$ cat config.mk
export PLATFORM = sky130hd
export DESIGN_NAME = pc_disparo
export DESIGN_NICKNAME = d
export VERILOG_FILES = /design/src/rtl/pc_disparo.sv
export SDC_FILE = /design/constraint.sdc
export NUM_CORES = 1
export LEC_CHECK = 0
export BUFFER_PORTS_ARGS = -buffer_cell sky130_fd_sc_hd__buf_2
export CORE_ASPECT_RATIO = 1.4
export CORE_MARGIN = 1.5
export CORE_UTILIZATION = 55
export CTS_CLUSTER_DIAMETER = 50
export DETAILED_ROUTE_END_ITERATION = 7
export GPL_TIMING_DRIVEN = 1
export PLACE_DENSITY_LB_ADDON = 0.3
export SYNTH_ARGS = -nofsm -noshare
export SYNTH_HDL_FRONTEND = slang
export SYNTH_SLANG_ARGS = --single-unit
$ cat constraint.sdc
create_clock -name clk -period 4.3 [get_ports clk]
set_clock_uncertainty 0.2 [all_clocks]
set_input_delay 1.29 -clock clk [delete_from_list [all_inputs] [get_ports clk]]
set_output_delay 1.29 -clock clk [all_outputs]
set_load 0.02 [all_outputs]
$ cat src/rtl/pc_disparo.sv
// pc_disparo: computer-side shooter for the 5x5 Battleship board.
//
// On each turn (start pulse) it searches a pseudo-random cell not yet fired
// at, fires at it, checks the player's ship map and reports hit or miss.
// A sticky victoria_pc flag rises once every player ship cell has been hit.
//
// Ports
//   clk           system clock, rising edge
//   rst           asynchronous reset, active low
//   clear         synchronous new-game clear (shot map, hit count, flags)
//   start         one-cycle pulse: begin PC turn (ignored while busy)
//   ocupadas      player ship map, bit i = ship piece in cell i
//   casilla       cell last fired at, held until the next shot
//   disparo_valid one-cycle pulse in the firing cycle
//   impacto/agua  one-cycle pulses with done: hit / miss
//   done          one-cycle pulse: turn finished
//   agotado       one-cycle pulse with done: no cell left, no shot made
//   victoria_pc   sticky: all ship cells hit
//   num_impactos  hits this game, saturating at N_CASILLAS
module pc_disparo #(
    parameter int         N_CASILLAS = 25,
    parameter logic [4:0] SEED       = 5'b00001
) (
    input  logic                  clk,
    input  logic                  rst,
    input  logic                  clear,
    input  logic                  start,
    input  logic [N_CASILLAS-1:0] ocupadas,
    output logic [4:0]            casilla,
    output logic                  disparo_valid,
    output logic                  impacto,
    output logic                  agua,
    output logic                  done,
    output logic                  agotado,
    output logic                  victoria_pc,
    output logic [4:0]            num_impactos
);

    typedef enum logic [1:0] {IDLE, BUSCAR, DISPARAR, REPORTAR} state_t;

    state_t                state, state_nx;
    logic [4:0]            lfsr;
    logic [4:0]            cand;
    logic [4:0]            lfsr_m1;
    logic [N_CASILLAS-1:0] shot_map;
    logic                  hit_r;
    logic                  agot_r;
    logic                  elegible;
    logic                  lleno;
    logic                  hit_now;

    // 32-bit views so any 5-bit index is in range; cells past the board read
    // as already fired / empty.
    logic [31:0]           shot_ext;
    logic [31:0]           ocup_ext;
    logic [31:0]           cand_bit;

    assign shot_ext = {{(32-N_CASILLAS){1'b1}}, shot_map};
    assign ocup_ext = {{(32-N_CASILLAS){1'b0}}, ocupadas};
    assign cand_bit = 32'd1 << cand;
    assign lfsr_m1  = lfsr - 5'd1;
    assign elegible = (lfsr <= 5'(N_CASILLAS)) && !shot_ext[lfsr_m1];
    assign lleno    = &shot_map;
    assign hit_now  = ocup_ext[cand];

    // Free-running x^5+x^3+1 LFSR; clear deliberately leaves it alone so a
    // new game does not replay the previous shot order.
    always_ff @(posedge clk or negedge rst) begin
        if (!rst) lfsr <= SEED;
        else      lfsr <= {lfsr[3:0], lfsr[4] ^ lfsr[2]};
    end

    always_ff @(posedge clk or negedge rst) begin
        if (!rst) state <= IDLE;
        else      state <= state_nx;
    end

    always_comb begin
        state_nx = state;
        case (state)
            IDLE:     if (start) state_nx = BUSCAR;
            BUSCAR: begin
                if (lleno)         state_nx = REPORTAR;
                else if (elegible) state_nx = DISPARAR;
            end
            DISPARAR: state_nx = REPORTAR;
            REPORTAR: state_nx = IDLE;
            default:  state_nx = IDLE;
        endcase
        if (clear) state_nx = IDLE;
    end

    always_ff @(posedge clk or negedge rst) begin
        if (!rst) begin
            cand         <= '0;
            casilla      <= '0;
            shot_map     <= '0;
            hit_r        <= 1'b0;
            agot_r       <= 1'b0;
            num_impactos <= '0;
            victoria_pc  <= 1'b0;
        end else if (clear) begin
            shot_map     <= '0;
            hit_r        <= 1'b0;
            agot_r       <= 1'b0;
            num_impactos <= '0;
            victoria_pc  <= 1'b0;
        end else begin
            case (state)
                BUSCAR: begin
                    agot_r <= lleno;
                    if (!lleno && elegible) cand <= lfsr_m1;
                end
                DISPARAR: begin
                    casilla  <= cand;
                    shot_map <= shot_map | cand_bit[N_CASILLAS-1:0];
                    hit_r    <= hit_now;
                    if (hit_now && num_impactos != 5'(N_CASILLAS))
                        num_impactos <= num_impactos + 5'd1;
                end
                REPORTAR: begin
                    // shot_map already includes this turn's cell
                    if (ocupadas != '0 && (ocupadas & ~shot_map) == '0)
                        victoria_pc <= 1'b1;
                end
                default: ;
            endcase
        end
    end

    // Pulses decode the state register only, so reset clears them at once.
    assign disparo_valid = (state == DISPARAR);
    assign done          = (state == REPORTAR);
    assign impacto       = done &  hit_r & ~agot_r;
    assign agua          = done & ~hit_r & ~agot_r;
    assign agotado       = done &  agot_r;

endmodule

==> results of run 1 <==
## registers in the layout, summed over array words and instances, names as in the netlist
name and count:
agot_r 1, cand 5, casilla 5, shot_map 25, state 2, num_impactos 5, lfsr 5, hit_r 1
victoria_pc 1
## per-layer routing
layer	wire [µm]	track usage [%]	vias up
met5	0	0	-
met4	362	13.7	0
met3	516	5.86	45
met2	3720	42.2	119
met1	3230	37.5	1275
li1	-	-	1204
## power by group through the flow
| stage | sequential, mW | clock [mW] | combinational, mW |
|---|---|---|---|
| 2_1_floorplan | 0.524 | 0 | 0.139 |
| 3_3_place_gp | 0.521 | 0 | 0.216 |
| 3_5_place_dp | 0.521 | 0 | 0.221 |
| 4_1_cts | 0.512 | 0.267 | 0.221 |
| 5_1_grt | 0.517 | 0.288 | 0.249 |
| 6_report | 0.513 | 0.262 | 0.222 |
## cells by family (layout without fill, tap and decap cells)
logic type               Yosys count  in the layout  synth area share [%]
adder cells (fa/ha/maj)            8              8                  3.33
AO/OA/AOI/OAI                     76             76                  16.7
flip-flops                        50             50                  41.6
XOR/XNOR                           4              4                  1.16
multiplexers                      27             27                  13.4
buffers and inverters             49             86                  6.86
AND/OR/NAND/NOR                   90             90                  17.0
## placed cells by master, fill, tap and decap left out, drive strengths merged, types with 2 or more instances in the layout
cell type	instances
mux2	11
inv	34
mux2i	8
and3	3
o21ai	11
nor2	23
nand2	12
o31ai	3
a221o	4
o22ai	15
a221oi	2
ha	8
clkbuf	6
nand3	3
or4	2
nor3b	4
nand2b	3
mux4	8
xor2	4
or3	4
a211oi	4
a21oi	21
nand4	8
a31oi	3
nor2b	5
dfrtp	49
nor3	4
buf	45
o211ai	2
or4b	3
a22o	4
nor4	9
## stage by stage
stage               total power, mW  cell area [µm²]  utilization, %  setup slack [ns]  hold slack [ns]
floorplan                     0.663             3010               -              1.27            0.175
global placement              0.737             3240            61.9             0.931            0.199
detailed placement            0.742             3240            61.9             0.881            0.185
CTS                            1.00             3320            63.4             0.951            0.205
global route                   1.05             3320            63.4             0.811            0.238
finish                        0.997             3320            63.4             0.948            0.209
## area by class of cell
| cell class | count | area, µm² |
|---|---|---|
| clock buffer | 6 | 72.6 |
| clock inverter | 1 | 7.51 |
| fill | 443 | 1910 |
| inverter | 34 | 128 |
| multi-input combinational | 205 | 1550 |
| sequential | 50 | 1250 |
| tap | 66 | 82.6 |
| timing repair buffer | 45 | 228 |
## cell usage after synthesis (5+ instances only)
master,number,area [µm²]
dfrtp_1,49,1230
inv_1,34,128
nor2_1,23,86.3
a21oi_1,21,105
o22ai_1,15,93.8
nand2_1,12,45.0
mux2_2,11,124
o21ai_0,11,55.1
nor4_1,9,56.3
ha_1,8,100
mux2i_1,8,80.1
nand4_1,8,50.1
clkbuf_1,6,22.5
mux4_1,5,131
nor2b_1,5,31.3
## worst max-delay path, cell delays in order (launching register included)
cell	delay (ns)
dfstp_2	0.70
inv_1	0.13
ha_1	0.46
mux4_1	0.59
mux2i_1	0.17
o31ai_2	0.14
nor4b_4	0.46
mux2_2	0.39
## path summary, 6_finish.rpt
kind,slack (ns),from,to
setup / recovery,0.95,lfsr[0],cand[3]
hold reg to reg,0.21,lfsr[1],lfsr[2]
hold / removal,0.21,lfsr[1],lfsr[2]
setup reg to reg,0.95,lfsr[0],cand[3]
max in group asynchronous,2.22,rst,lfsr[1]
min in group asynchronous,0.98,rst,state[0]
==> impl_metrics.prom, run 1 <==
# TYPE chip_impl_metric gauge
chip_impl_info{name="run_status",value="finished clean"} 1
chip_impl_info{name="ys_dominant_reg_cell",value="dfrtp_1"} 1
chip_impl_metric{name="clk-insertion-delay-late",unit="ns"} 0.31
chip_impl_metric{name="synthesis.nets",unit=""} 341
chip_impl_metric{name="cell_internal_pwr",unit="mW"} 0.689
chip_impl_metric{name="post_cts_buffers",unit=""} 0
chip_impl_metric{name="max_slew_margin",unit="%"} 25.7
chip_impl_metric{name="cts_htree_levels",unit=""} 2
chip_impl_metric{name="worst_setup_hold_path_clk_slew",unit="ns"} 0.09
chip_impl_info{name="critPathLaunchType",value="flop"} 1
chip_impl_metric{name="routed_wirelength_normalized_by_instance_count",unit="µm"} 19.2
chip_impl_metric{name="synth.avg_cell_area",unit="µm²"} 9.90
chip_impl_info{name="path_type_of_the_worst_min_delay_path",value="reg2reg"} 1
chip_impl_metric{name="min_period",unit="ns"} 3.35
chip_impl_metric{name="power.switching",unit="mW"} 0.308
chip_impl_metric{name="core_area",unit="µm²"} 5240
chip_impl_metric{name="pwr_density_cell",unit="nW/µm²"} 300
chip_impl_info{name="rsz0062_at_grt",value="no"} 1
chip_impl_metric{name="synth_seq_cells",unit=""} 50
chip_impl_info{name="endpoint_kind",value="flop"} 1
chip_impl_metric{name="hold_viol_final",unit=""} 0
chip_impl_metric{name="route.detailed.vias_per_inst",unit=""} 6.49
chip_impl_metric{name="crit_required",unit="ns"} 4.30
chip_impl_metric{name="nets",unit=""} 378
chip_impl_metric{name="dr_total_vias",unit=""} 2643
chip_impl_metric{name="cts.path.max_buffers",unit=""} 2
chip_impl_metric{name="post_cts_hold_buffer_count",unit=""} 0
chip_impl_metric{name="critical_path.max_fanout",unit=""} 12
chip_impl_metric{name="grt_pass1_wl",unit="µm"} 12500
chip_impl_metric{name="io_pins",unit=""} 45
chip_impl_metric{name="gp_congestion",unit=""} 1.05
chip_impl_metric{name="route.antenna.remaining_nets",unit=""} 0
chip_impl_metric{name="grt_remaining_overflow",unit=""} 0
chip_impl_metric{name="layout-drive-gt1-share",unit="%"} 21.7
chip_impl_metric{name="cts_inserted_buffers",unit=""} 5
chip_impl_metric{name="layout-area-overhead-vs-synth",unit="%"} 10.3
chip_impl_metric{name="post_synth_inst_count",unit=""} 304
chip_impl_metric{name="grt_antenna_before_repair",unit=""} 0
chip_impl_metric{name="r2r.worst_path.cells",unit=""} 7
chip_impl_metric{name="max-cap-violations",unit=""} 0
chip_impl_metric{name="power.switching_fraction",unit="%"} 30.9
chip_impl_metric{name="synth.yosys.seq_area_share",unit="%"} 41.6
chip_impl_metric{name="total_grt_usage",unit="%"} 27.8
chip_impl_info{name="cts_tree",value="done"} 1
chip_impl_metric{name="cellLeakagePower",unit="nW"} 1.46
chip_impl_info{name="cts_root_buf",value="clkbuf_8"} 1
chip_impl_metric{name="ir_worst_vdd",unit="mV"} 0.225
chip_impl_metric{name="port_buffers",unit=""} 44
chip_impl_info{name="worstSetupPathType",value="reg2reg"} 1
chip_impl_metric{name="yosysWarnings",unit=""} 0
chip_impl_metric{name="drt_first_pass_iters",unit=""} 5
chip_impl_metric{name="worst_pin_slew",unit="ns"} 1.11
chip_impl_metric{name="critical_path_arrival",unit="ns"} 3.35
chip_impl_metric{name="final-setup-viol-count",unit=""} 0
chip_impl_metric{name="p_seq_share",unit="%"} 51.5
chip_impl_metric{name="comb_power_share",unit="%"} 22.2
chip_impl_metric{name="drv_slew",unit=""} 0
chip_impl_metric{name="synth-edff-count",unit=""} 0
chip_impl_metric{name="setup-tns-final",unit="ns"} 0
chip_impl_metric{name="initial_standard_cell_utilization_of_the_core",unit="%"} 57.5
chip_impl_metric{name="routed_wirelength",unit="µm"} 7830
chip_impl_metric{name="hold_depth",unit=""} 0
chip_impl_metric{name="clock.fmax",unit="GHz"} 0.298
chip_impl_metric{name="insertedDiodeCount",unit=""} 0
chip_impl_metric{name="drcViolationCount",unit=""} 0
chip_impl_metric{name="fp-row-count",unit=""} 31
chip_impl_metric{name="share_of_total_power_in_the_clock_network",unit="%"} 26.3
chip_impl_metric{name="floorplan.die_area",unit="µm²"} 5930
chip_impl_metric{name="die_h",unit="µm"} 90.5
chip_impl_metric{name="tritoncts_num_sinks",unit=""} 50
chip_impl_metric{name="dp_cells",unit=""} 400
chip_impl_metric{name="maximum_number_of_pins_on_one_net_before_global_route_repair",unit=""} 51
chip_impl_metric{name="synth-async-reset-ratio",unit="%"} 100
chip_impl_metric{name="final_min_period_over_clock_period",unit="%"} 78.0
chip_impl_metric{name="fp.dieW",unit="µm"} 65.5
chip_impl_metric{name="cts_resized",unit=""} 0
chip_impl_metric{name="final_cells",unit=""} 407
chip_impl_metric{name="grt_pass1_vias",unit=""} 2469
chip_impl_metric{name="detail_route.iter0.violations",unit=""} 330
chip_impl_metric{name="synth.cell_area",unit="µm²"} 3010
chip_impl_metric{name="yosys.cell_types.count",unit=""} 52
chip_impl_metric{name="detailed_place_hpwl",unit="µm"} 5730
No activity file was read; power rests on OpenSTA's default activity.
==> run 2, diff against run 1 <==
--- a/config.mk
+++ b/config.mk
@@ -5,6 +5,7 @@
 export SDC_FILE = /design/constraint.sdc
 export NUM_CORES = 1
 export LEC_CHECK = 0
+export ABC_AREA = 1
 export BUFFER_PORTS_ARGS = -buffer_cell sky130_fd_sc_hd__buf_2
 export CORE_ASPECT_RATIO = 1.4
 export CORE_MARGIN = 1.5
==> constraint.sdc (replaced) <==
create_clock -name clk -period 3.4 [get_ports clk]
set_clock_uncertainty 0.2 [all_clocks]
set_input_delay 1.02 -clock clk [delete_from_list [all_inputs] [get_ports clk]]
set_output_delay 1.02 -clock clk [all_outputs]
set_load 0.02 [all_outputs]
==> run 2 against run 1 <==
The flow now finishes with violations (design-rule violations). Clock power up 62%. Cell area increased by 7.3%. Global-route usage increased by 3.9 points. Synthesized cell count increased by 42%. Critical path depth up 6. Sequential power is 28% higher. Die area rose by 7.5%. Maximum frequency increased by 20%. Critical path type unchanged.
==> impl_metrics.prom, run 2 <==
# TYPE chip_impl_metric gauge
chip_impl_metric{name="critical_path.max_fanout",unit=""} 20
chip_impl_metric{name="cts_resized",unit=""} 0
chip_impl_metric{name="synth.yosys.seq_area_share",unit="%"} 38.6
chip_impl_metric{name="final-setup-viol-count",unit=""} 0
chip_impl_metric{name="die_h",unit="µm"} 93.9
chip_impl_metric{name="detail_route.iter0.violations",unit=""} 316
chip_impl_info{name="cts_tree",value="done"} 1
chip_impl_info{name="path_type_of_the_worst_min_delay_path",value="reg2reg"} 1
chip_impl_metric{name="route.antenna.remaining_nets",unit=""} 0
chip_impl_metric{name="max_slew_margin",unit="%"} 48.3
chip_impl_metric{name="synth_seq_cells",unit=""} 50
chip_impl_info{name="cts_root_buf",value="clkbuf_8"} 1
chip_impl_metric{name="pwr_density_cell",unit="nW/µm²"} 382
chip_impl_metric{name="drt_first_pass_iters",unit=""} 8
chip_impl_metric{name="yosys.cell_types.count",unit=""} 39
chip_impl_metric{name="critical_path_arrival",unit="ns"} 2.79
chip_impl_metric{name="dp_cells",unit=""} 533
chip_impl_metric{name="comb_power_share",unit="%"} 20.5
chip_impl_metric{name="crit_required",unit="ns"} 3.41
chip_impl_metric{name="setup-tns-final",unit="ns"} 0
chip_impl_metric{name="gp_congestion",unit=""} 0.990
chip_impl_metric{name="grt_pass1_wl",unit="µm"} 15100
chip_impl_metric{name="power.switching_fraction",unit="%"} 31.0
chip_impl_info{name="violations",value="design-rule violations"} 1
chip_impl_metric{name="clk-insertion-delay-late",unit="ns"} 0.32
chip_impl_info{name="list_of_cells_traversed_by_the_critical_path",value="inv_2, ha_1, inv_1, nand3_1, nand3_1, nand2_1, nand2_1, a21oi_1, nand2_1, inv_2, nand2_2, nand2_1, nand2_1"} 1
chip_impl_info{name="critPathLaunchType",value="flop"} 1
chip_impl_metric{name="post_synth_inst_count",unit=""} 432
chip_impl_info{name="slowest_stage",value="dfstp_2"} 1
chip_impl_metric{name="hold_viol_final",unit=""} 0
chip_impl_metric{name="cellLeakagePower",unit="nW"} 1.78
chip_impl_info{name="ys_dominant_reg_cell",value="dfrtp_1"} 1
chip_impl_metric{name="grt_antenna_before_repair",unit=""} 0
chip_impl_metric{name="synthesis.nets",unit=""} 469
chip_impl_metric{name="total_grt_usage",unit="%"} 31.7
chip_impl_metric{name="drv_slew",unit=""} 0
chip_impl_metric{name="post_cts_buffers",unit=""} 0
chip_impl_info{name="critPathMostFrequentCell",value="nand2_1"} 1
chip_impl_metric{name="fp-row-count",unit=""} 32
chip_impl_metric{name="ir_worst_vdd",unit="mV"} 0.296
chip_impl_metric{name="grt_remaining_overflow",unit=""} 0
chip_impl_info{name="rsz0062_at_grt",value="no"} 1
chip_impl_metric{name="synth-edff-count",unit=""} 0
chip_impl_metric{name="clock.fmax",unit="GHz"} 0.359
chip_impl_metric{name="nets",unit=""} 509
chip_impl_metric{name="share_of_total_power_in_the_clock_network",unit="%"} 31.2
chip_impl_metric{name="cts_htree_levels",unit=""} 2
chip_impl_metric{name="layout-area-overhead-vs-synth",unit="%"} 9.91
chip_impl_metric{name="min_period",unit="ns"} 2.79
chip_impl_metric{name="synth.cell_area",unit="µm²"} 3240
chip_impl_metric{name="dp_slack",unit="ns"} 0.667
chip_impl_metric{name="port_buffers",unit=""} 44
chip_impl_metric{name="finalHoldWorstSlack",unit="ns"} 0.185
chip_impl_metric{name="postLayoutSetupSlackWorst",unit="ns"} 0.613
chip_impl_metric{name="io_pins",unit=""} 45
chip_impl_metric{name="post_dp_cell_area",unit="µm²"} 3460
chip_impl_metric{name="cts.path.max_buffers",unit=""} 2
chip_impl_metric{name="worst_pin_slew",unit="ns"} 0.775
chip_impl_info{name="yosys-top-cells-area",value="dfrtp_1 (38%), nand2_1 (12%), inv_1 (7.2%)"} 1
chip_impl_info{name="yosys.cell_count.top_type",value="nand2_1"} 1
chip_impl_info{name="mostFrequentLayoutCell",value="nand2_1"} 1
chip_impl_metric{name="max-cap-violations",unit=""} 0
chip_impl_metric{name="dr_total_vias",unit=""} 3281
chip_impl_metric{name="routed_wirelength_normalized_by_instance_count",unit="µm"} 17.3
chip_impl_info{name="run_status",value="finished with violations"} 1
chip_impl_metric{name="final_cells",unit=""} 541
chip_impl_metric{name="synth.avg_cell_area",unit="µm²"} 7.51
chip_impl_metric{name="final_area",unit="µm²"} 3570
chip_impl_metric{name="p_seq_share",unit="%"} 48.3
chip_impl_metric{name="fp.dieW",unit="µm"} 67.9
chip_impl_info{name="most_used_cells_in_the_layout_excluding_fill_and_tap_cells",value="nand2_1 (107), inv_1 (62), dfrtp_1 (49), buf_2 (44), nand3_1 (40)"} 1
chip_impl_metric{name="grt_pass1_vias",unit=""} 3233
chip_impl_metric{name="fillerInstances",unit=""} 508
chip_impl_metric{name="layout-drive-gt1-share",unit="%"} 19.7
chip_impl_metric{name="cts_inserted_buffers",unit=""} 5
chip_impl_info{name="worstSetupPathType",value="reg2reg"} 1
chip_impl_metric{name="synth_top_cell_area_share",unit="%"} 37.8
chip_impl_info{name="top_register",value="shot_map"} 1
chip_impl_metric{name="largest_register_ffs",unit=""} 25
chip_impl_metric{name="post-route-util",unit="%"} 63.6
chip_impl_metric{name="core_area",unit="µm²"} 5610
chip_impl_metric{name="post_cts_hold_buffer_count",unit=""} 0
chip_impl_metric{name="cell_internal_pwr",unit="mW"} 0.940
chip_impl_info{name="synth_top_area_cell",value="dfrtp_1"} 1
chip_impl_info{name="endpoint_kind",value="flop"} 1
chip_impl_metric{name="worst_path_largest_cell_delay",unit="ns"} 0.75
chip_impl_info{name="top_cell_types_by_occurrence_after_synthesis",value="nand2_1 (107), inv_1 (62), dfrtp_1 (49), nand3_1 (40), nor2_1 (22)"} 1
chip_impl_metric{name="final_min_period_over_clock_period",unit="%"} 82.0
chip_impl_metric{name="floorplan.die_area",unit="µm²"} 6380
chip_impl_metric{name="tritoncts_num_sinks",unit=""} 50
chip_impl_metric{name="initial_standard_cell_utilization_of_the_core",unit="%"} 57.9
chip_impl_metric{name="routed_wirelength",unit="µm"} 9340
chip_impl_metric{name="detailed_place_hpwl",unit="µm"} 7000
chip_impl_metric{name="insertedDiodeCount",unit=""} 0
chip_impl_metric{name="post-layout-total-power",unit="mW"} 1.36
chip_impl_metric{name="worst_setup_hold_path_clk_slew",unit="ns"} 0.09
chip_impl_metric{name="power.switching",unit="mW"} 0.423
chip_impl_metric{name="synth-async-reset-ratio",unit="%"} 100
chip_impl_metric{name="maximum_number_of_pins_on_one_net_before_global_route_repair",unit=""} 34
chip_impl_metric{name="route.detailed.vias_per_inst",unit=""} 6.06
chip_impl_metric{name="drcViolationCount",unit=""} 2
chip_impl_metric{name="yosysWarnings",unit=""} 0
run 2: area by class of cell:
| cell class | count | area [µm²] | area share (%) |
|---|---|---|---|
| clock buffer | 6 | 72.6 | 2.04 |
| inverter | 71 | 269 | 7.54 |
| clock inverter | 2 | 37.5 | 1.05 |
| tap | 68 | 85.1 | 2.39 |
| sequential | 50 | 1250 | 35.1 |
| multi-input combinational | 297 | 1610 | 45.1 |
| timing repair buffer | 47 | 243 | 6.81 |
run 2: cell families after synthesis:
| group | after synthesis | share of synthesized area [%] |
|---|---|---|
| and+or+nand+nor | 223 | 33.1 |
| xor gates and xnor gates | 3 | 0.810 |
| AOI/OAI and AO/OA | 63 | 12.6 |
| DFF | 50 | 38.6 |
| adders and majority gates | 8 | 3.09 |
| buffers and inverters | 85 | 11.9 |
run 2: power groups by stage:
stage	logic, mW	clock network [mW]	registers (mW)
after CTS	0.279	0.424	0.660
final	0.280	0.425	0.659
after floorplan	0.159	0	0.685
after detailed placement	0.276	0	0.672
after global routing	0.316	0.445	0.667
after global placement	0.267	0	0.670
run 2: worst paths after layout:
path | to | from | cells after the start | slack (ns)
worst max-delay path | cand[0] | lfsr[0] | 13 | 0.61
worst min-delay path | lfsr[2] | lfsr[1] | 0 | 0.19
worst max register to register | cand[0] | lfsr[0] | 13 | 0.61
worst min register to register | lfsr[2] | lfsr[1] | 0 | 0.19
max in group asynchronous | lfsr[0] | rst | 2 | 2.00
min in group asynchronous | shot_map[7] | rst | 1 | 0.37
run 2: critical path: cells and delay by family (launching register included):
family	cells	cell delay, ns
fa+ha+maj	1	0.47
buf+inv	3	0.48
compound gates	1	0.12
simple gates	8	0.65
flops	1	0.75
run 2: per-layer routing:
metal | GRT usage, % | vias to the layer above | routed length [µm]
met3 | 6.00 | 49 | 820
met4 | 17.7 | 0 | 509
met5 | 0 | - | 0
met2 | 54.2 | 202 | 4650
li1 | - | 1513 | -
met1 | 36.1 | 1517 | 3360
